===== config.mk =====
export PLATFORM = sky130hd
export DESIGN_NAME = hazard_control_unit
export DESIGN_NICKNAME = d
export VERILOG_FILES = /design/src/rtl/hazard_pkg.sv /design/src/rtl/stall_counter.sv /design/src/rtl/hazard_control_unit.sv
export SDC_FILE = /design/constraint.sdc
export NUM_CORES = 1
export LEC_CHECK = 0
export CAP_MARGIN = 15
export CELL_PAD_IN_SITES_DETAIL_PLACEMENT = 0
export CELL_PAD_IN_SITES_GLOBAL_PLACEMENT = 1
export CORE_MARGIN = 10
export CORE_UTILIZATION = 26
export CTS_CLUSTER_SIZE = 12
export DETAILED_ROUTE_END_ITERATION = 16
export HOLD_SLACK_MARGIN = 0.12
export PLACE_DENSITY_LB_ADDON = 0.1
export REMOVE_ABC_BUFFERS = 1
export SKIP_LAST_GASP = 1
export SLEW_MARGIN = 0
export SYNTH_ARGS = -nofsm -noshare
export SYNTH_HDL_FRONTEND = slang
export SYNTH_SLANG_ARGS = --single-unit

===== constraint.sdc =====
create_clock -name clk -period 3.8 [get_ports clk]
set_input_delay 0.76 -clock clk [delete_from_list [all_inputs] [get_ports clk]]
set_output_delay 0.76 -clock clk [all_outputs]
set_load 0.1 [all_outputs]

===== src/rtl/hazard_pkg.sv =====
// Shared encodings and defaults for the hazard control unit and its counters.
// Latency: n/a (declarations only).
// Backpressure: n/a (declarations only).
package hazard_pkg;

  typedef enum logic [1:0] {
    RUN    = 2'b00,
    MULDIV = 2'b01,
    HALTED = 2'b10
  } state_t;

  localparam logic [1:0] REGWRITE_NONE = 2'b00;

  localparam int MULDIV_CYCLES_DEF = 4;

  // True when an instruction writing wr_addr feeds a consumer that reads rd_addr.
  function automatic logic reg_dep(input logic [3:0] wr_addr, input logic [3:0] rd_addr,
                                   input logic rd_used);
    return rd_used && (wr_addr == rd_addr);
  endfunction

endpackage


===== src/rtl/stall_counter.sv =====
// Loadable counter: counts down and stops at zero, or counts up and saturates (SAT_UP=1).
// Latency: one cycle from load/en to cnt; at_end is combinational from cnt.
// Backpressure: none; en is ignored once the count has reached its end value.
module stall_counter #(
  parameter int W      = 4,
  parameter bit SAT_UP = 1'b0
) (
  input  logic         clk,
  input  logic         rst,
  input  logic         load,
  input  logic [W-1:0] load_val,
  input  logic         en,
  output logic [W-1:0] cnt,
  output logic         at_end
);

  localparam logic [W-1:0] ONE = W'(1);

  logic [W-1:0] r_cnt;
  logic         w_at_end;

  assign w_at_end = SAT_UP ? (r_cnt == '1) : (r_cnt == '0);

  // Count register: reset clears, load wins over enable, counting stops at the end value.
  always_ff @(posedge clk) begin
    if (rst) begin
      r_cnt <= '0;
    end else if (load) begin
      r_cnt <= load_val;
    end else if (en && !w_at_end) begin
      r_cnt <= SAT_UP ? (r_cnt + ONE) : (r_cnt - ONE);
    end
  end

  assign cnt    = r_cnt;
  assign at_end = w_at_end;

endmodule


===== src/rtl/hazard_control_unit.sv =====
// Pipeline hazard control: front-end stalls, ID/EX bubbles, EX hold for mul/div, IF/ID flush.
// Latency: outputs are combinational from state and current inputs (zero-cycle stall).
// Backpressure: drops pc_write/ifid_write to freeze the front end; define HAZARD_STATS_EN for stats.
module hazard_control_unit
  import hazard_pkg::*;
#(
  parameter int REG_ADDR_W    = 4,
  parameter int MULDIV_CYCLES = MULDIV_CYCLES_DEF
) (
  input  logic                  clk,
  input  logic                  rst,
  input  logic [REG_ADDR_W-1:0] id_op1,
  input  logic [REG_ADDR_W-1:0] id_op2,
  input  logic                  id_use_op1,
  input  logic                  id_use_op2,
  input  logic                  id_is_branch,
  input  logic                  branch_taken,
  input  logic [REG_ADDR_W-1:0] ex_op1,
  input  logic [1:0]            ex_regwrite,
  input  logic                  ex_mem_read,
  input  logic                  ex_muldiv,
  input  logic                  halt,
  output logic                  pc_write,
  output logic                  ifid_write,
  output logic                  ifid_flush,
  output logic                  idex_bubble,
  output logic                  idex_hold,
  output logic                  exmem_bubble,
  output logic                  muldiv_busy,
  output logic                  halted
`ifdef HAZARD_STATS_EN
  ,
  output logic [15:0]           stall_cycles,
  output logic [15:0]           flush_count
`endif
);

  // Entry cycle already stalls, so the counter covers the remaining MULDIV_CYCLES-1 cycles.
  localparam logic [3:0] MDV_LOAD = 4'(MULDIV_CYCLES - 2);

  state_t     r_state;
  state_t     w_next_state;
  logic       w_ex_writes;
  logic       w_load_use;
  logic       w_branch_data;
  logic       w_data_stall;
  logic       w_mdv_start;
  logic       w_mdv_en;
  logic [3:0] w_mdv_cnt;
  logic       w_mdv_zero;

  assign w_ex_writes   = (ex_regwrite != REGWRITE_NONE);
  assign w_load_use    = ex_mem_read && w_ex_writes &&
                         (reg_dep(ex_op1, id_op1, id_use_op1) || reg_dep(ex_op1, id_op2, id_use_op2));
  assign w_branch_data = id_is_branch && w_ex_writes && (ex_op1 == id_op1);
  assign w_data_stall  = w_load_use || w_branch_data;

  assign w_mdv_start = (r_state == RUN) && ex_muldiv && !halt;
  assign w_mdv_en    = (r_state == MULDIV) && (w_mdv_cnt != 4'd0);

  stall_counter #(.W(4), .SAT_UP(1'b0)) u_mdv_cnt (
    .clk      (clk),
    .rst      (rst),
    .load     (w_mdv_start),
    .load_val (MDV_LOAD),
    .en       (w_mdv_en),
    .cnt      (w_mdv_cnt),
    .at_end   (w_mdv_zero)
  );

  // State register: reset returns to RUN from any state, including mid mul/div or halted.
  always_ff @(posedge clk) begin
    if (rst) begin
      r_state <= RUN;
    end else begin
      r_state <= w_next_state;
    end
  end

  // Next state: halt dominates, mul/div runs until the countdown reaches zero, HALTED is sticky.
  always_comb begin
    w_next_state = r_state;
    case (r_state)
      RUN: begin
        if (halt) begin
          w_next_state = HALTED;
        end else if (ex_muldiv) begin
          w_next_state = MULDIV;
        end
      end
      MULDIV: begin
        if (halt) begin
          w_next_state = HALTED;
        end else if (w_mdv_zero) begin
          w_next_state = RUN;
        end
      end
      HALTED:  w_next_state = HALTED;
      default: w_next_state = RUN;
    endcase
  end

  // Outputs: priority is reset, halt, mul/div, data stall, then taken-branch flush.
  always_comb begin
    pc_write     = 1'b1;
    ifid_write   = 1'b1;
    ifid_flush   = 1'b0;
    idex_bubble  = 1'b0;
    idex_hold    = 1'b0;
    exmem_bubble = 1'b0;
    muldiv_busy  = 1'b0;
    halted       = 1'b0;
    if (rst) begin
      pc_write = 1'b1;
    end else if (halt || (r_state == HALTED)) begin
      pc_write    = 1'b0;
      ifid_write  = 1'b0;
      idex_bubble = 1'b1;
      halted      = 1'b1;
    end else if ((r_state == MULDIV) || ex_muldiv) begin
      pc_write     = 1'b0;
      ifid_write   = 1'b0;
      idex_hold    = 1'b1;
      exmem_bubble = 1'b1;
      muldiv_busy  = 1'b1;
    end else if (w_data_stall) begin
      pc_write    = 1'b0;
      ifid_write  = 1'b0;
      idex_bubble = 1'b1;
    end else if (branch_taken) begin
      ifid_flush = 1'b1;
    end
  end

`ifdef HAZARD_STATS_EN
  logic w_stall_sat;
  logic w_flush_sat;
  logic w_stall_inc;
  logic w_flush_inc;

  // Halted cycles are not stalls; counting stops at all-ones.
  assign w_stall_inc = !pc_write && (r_state != HALTED) && !w_stall_sat;
  assign w_flush_inc = ifid_flush && !w_flush_sat;

  stall_counter #(.W(16), .SAT_UP(1'b1)) u_stall_stats (
    .clk      (clk),
    .rst      (rst),
    .load     (1'b0),
    .load_val (16'h0000),
    .en       (w_stall_inc),
    .cnt      (stall_cycles),
    .at_end   (w_stall_sat)
  );

  stall_counter #(.W(16), .SAT_UP(1'b1)) u_flush_stats (
    .clk      (clk),
    .rst      (rst),
    .load     (1'b0),
    .load_val (16'h0000),
    .en       (w_flush_inc),
    .cnt      (flush_count),
    .at_end   (w_flush_sat)
  );
`endif

endmodule


==> impl_metrics.toml <==
[synth]
synth_ff_type = "dfxtp_1"
synth_cell_type_count = 25
ys_ff_latch = 6
synth_top_cell_area_share = 0.2406
synth_top_area_cell = "dfxtp_1"
synthArstFlopShare = 0
yosys_warnings = 0
yosysSeqAreaShare = 0.2406
netlist_top_cells_count = "nor2_1 (8), a21oi_1 (6), dfxtp_1 (6), xnor2_1 (6), xor2_1 (5)"
synth_area_um2 = 499.2
netlist_instances = 62
synthMostInstantiatedCell = "nor2_1"
synth_edf_count = 0
syn_area_per_cell_um2 = 8.052
synth_area_leaders = "dfxtp_1 (24%), xnor2_1 (11%), xor2_1 (8.8%), a21oi_1 (6.0%), nor2_1 (6.0%)"

[layout]
drive_gt1_frac = 0.1758
area.growth.synth_to_final_pct = 71.68
multiInputGateArea_um2 = 341.6
fill_cells = 175
regArea_um2 = 120.1
diodes = 0
final_nets = 117
final_cells = 116
utilization = 0.4807

[power_and_ir_drop]
p_clk_frac = 0.250
powerDensity_mw_per_mm2 = 272.4
power.switching_mw = 0.08494
p_int_mw = 0.1485
total_power_mw = 0.2335
p_seq_frac = 0.289
ir_drop_v = 0.0001290
comb_power_share = 0.461
p_leak_nw = 0.3208
switching_share = 0.3638

[worst_setup_path]
cp-start-kind = "input port"
required_ns = 3.04
crit_arrival_ns = 2.51
end_kind = "output pin"
worst-path-max-fanout = 3
path_class = "in -> out"

[global_routing]
grt_pass1_vias = 564
grt_util_all_layers = 0.07552
antenna_found_initial = 0
gr-total-overflow = 0
grt_max_degree = 10
grt_pass1_wl_um = 2442

[clock_tree]
cts_resized = 0
cts_made_buffers = 3
clk_pin_slew_worst_paths_ns = 0.05
clockBufferDepth = 2
post_cts_buffers = 0
hold_buffers = 0
cts_tree = "yes"
cts_root_buf = "clkbuf_4"
htree_levels = 1
clkSinkCount = 6
clock_latency_ns = 0.24

[flow_run]
drv_cap = 0

[timing]
fin_ws_ns = 0.5251
worst_slew_pin_slew_ns = 0.3538
setup_viol = 0
fmax_mhz = 305.4
hold_violations = 0
fin_tns_setup_ns = 0
finalCritPeriodShare = 0.8618
period_minus_slack_ns = 3.275
skew_ns = 0.002413
rsz0062_at_grt = "no"
maxSlewHeadroom = 0.7642
drv_slew = 0

[route]
routed_via_density = 4.466
vias = 518
drt_first_pass_iters = 2
wl_um = 1411
drc = 0
wire_per_inst_um = 12.16
ant_nets = 0
drt_iter0_drc = 2

[floorplanning]
ios = 31
die_h_um = 63.82
core_area_mm2 = 0.001783
row_count = 15
initial_utilization = 0.2800
die_area_mm2 = 0.004073
die_w_um = 63.82

[hold_path]
holdCritPathClass = "reg -> reg"

[outcome]
status = "complete, no violations"

[placed_design]
hpwl_um = 1267
numPortBuffers = 30
place_inst = 113
pre_cts_slack_ns = 0.5233
place.gp.congestion = 0.6996
==> layer usage <==
layer / wire length [µm] / vias up / track usage
met2: 664 / 18 / 0.1132
li1: - / 274 / -
met4: 0 / 0 / 0.01639
met1: 570 / 226 / 0.08016
met3: 176 / 0 / 0.06272
met5: 0 / - / 0
==> final cells by class <==
| type | count | share of cell area |
|---|---|---|
| sequential | 6 | 0.1401 |
| timing repair buffer | 30 | 0.3854 |
| inverter | 3 | 0.01314 |
| clock buffer | 3 | 0.02628 |
| tap | 25 | 0.03650 |
| multi-input combinational | 49 | 0.3985 |
==> cell usage in the layout, fill, tap and decap left out, types with 3 or more instances in the layout <==
cell type	Yosys	final
nand2_1	4	4
buf_4	3	4
nor2_1	8	8
xnor2_1	6	6
xor2_1	5	5
inv_1	3	3
nand2b_1	3	3
dfxtp_1	6	6
nor2b_1	3	3
a21oi_1	6	6
clkdlybuf4s50_1	0	22
clkbuf_4	0	3
buf_12	0	4
==> power groups by stage <==
stage	clock network (mW)	logic [mW]	registers [mW]
2_1_floorplan	0	0.0614	0.0681
3_3_place_gp	0	0.108	0.0686
3_5_place_dp	0	0.108	0.0686
4_1_cts	0.0601	0.109	0.0674
5_1_grt	0.0683	0.115	0.0676
6_report	0.0583	0.108	0.0674
==> worst paths after layout <==
check	endpoint	slack, ns	from	depth (start not counted)
setup / recovery	idex_bubble	0.53	ex_op1[3]	6
hold / removal	u_mdv_cnt.cnt[3]$_SDFFE_PP0P_	0.53	u_mdv_cnt.cnt[3]$_SDFFE_PP0P_	2
setup reg to reg	u_mdv_cnt.cnt[1]$_SDFFE_PP0P_	2.32	u_mdv_cnt.cnt[0]$_SDFFE_PP0P_	5
hold reg to reg	u_mdv_cnt.cnt[3]$_SDFFE_PP0P_	0.53	u_mdv_cnt.cnt[3]$_SDFFE_PP0P_	2
==> logic make-up (layout without fill, tap and decap cells) <==
kind of cell               count (synthesis)  in the layout  share of synthesized area
and+or+nand+nor                           25             25                     0.2807
AOI/OAI and AO/OA                         10             10                     0.1429
xor gates and xnor gates                  11             11                     0.1930
adders and majority gates                  1              1                    0.02506
buffers and inverters                      7             36                    0.07518
DFF                                        6              6                     0.2406
muxes                                      2              2                    0.04261
==> worst max-delay path: stages <==
cell and delay, ns:
clkdlybuf4s50_1 0.51, xnor2_1 0.13, nand3_1 0.10, or4_4 0.45, a311oi_2 0.34, buf_12 0.22
==> through the flow <==
step	area (µm²)	hold WS [ns]
after floorplan	473.0	0.4851
after global placement	834.6	0.4993
after detailed placement	834.6	0.5221
after CTS	857.1	0.5362
after global routing	857.1	0.5990
final	857.1	0.5291
==> registers in the layout, indices dropped and copies added, names as in the netlist <==
name / cells
r_state: 2
u_mdv_cnt.cnt: 4
Note: power is estimated with default switching activity, not from simulation.
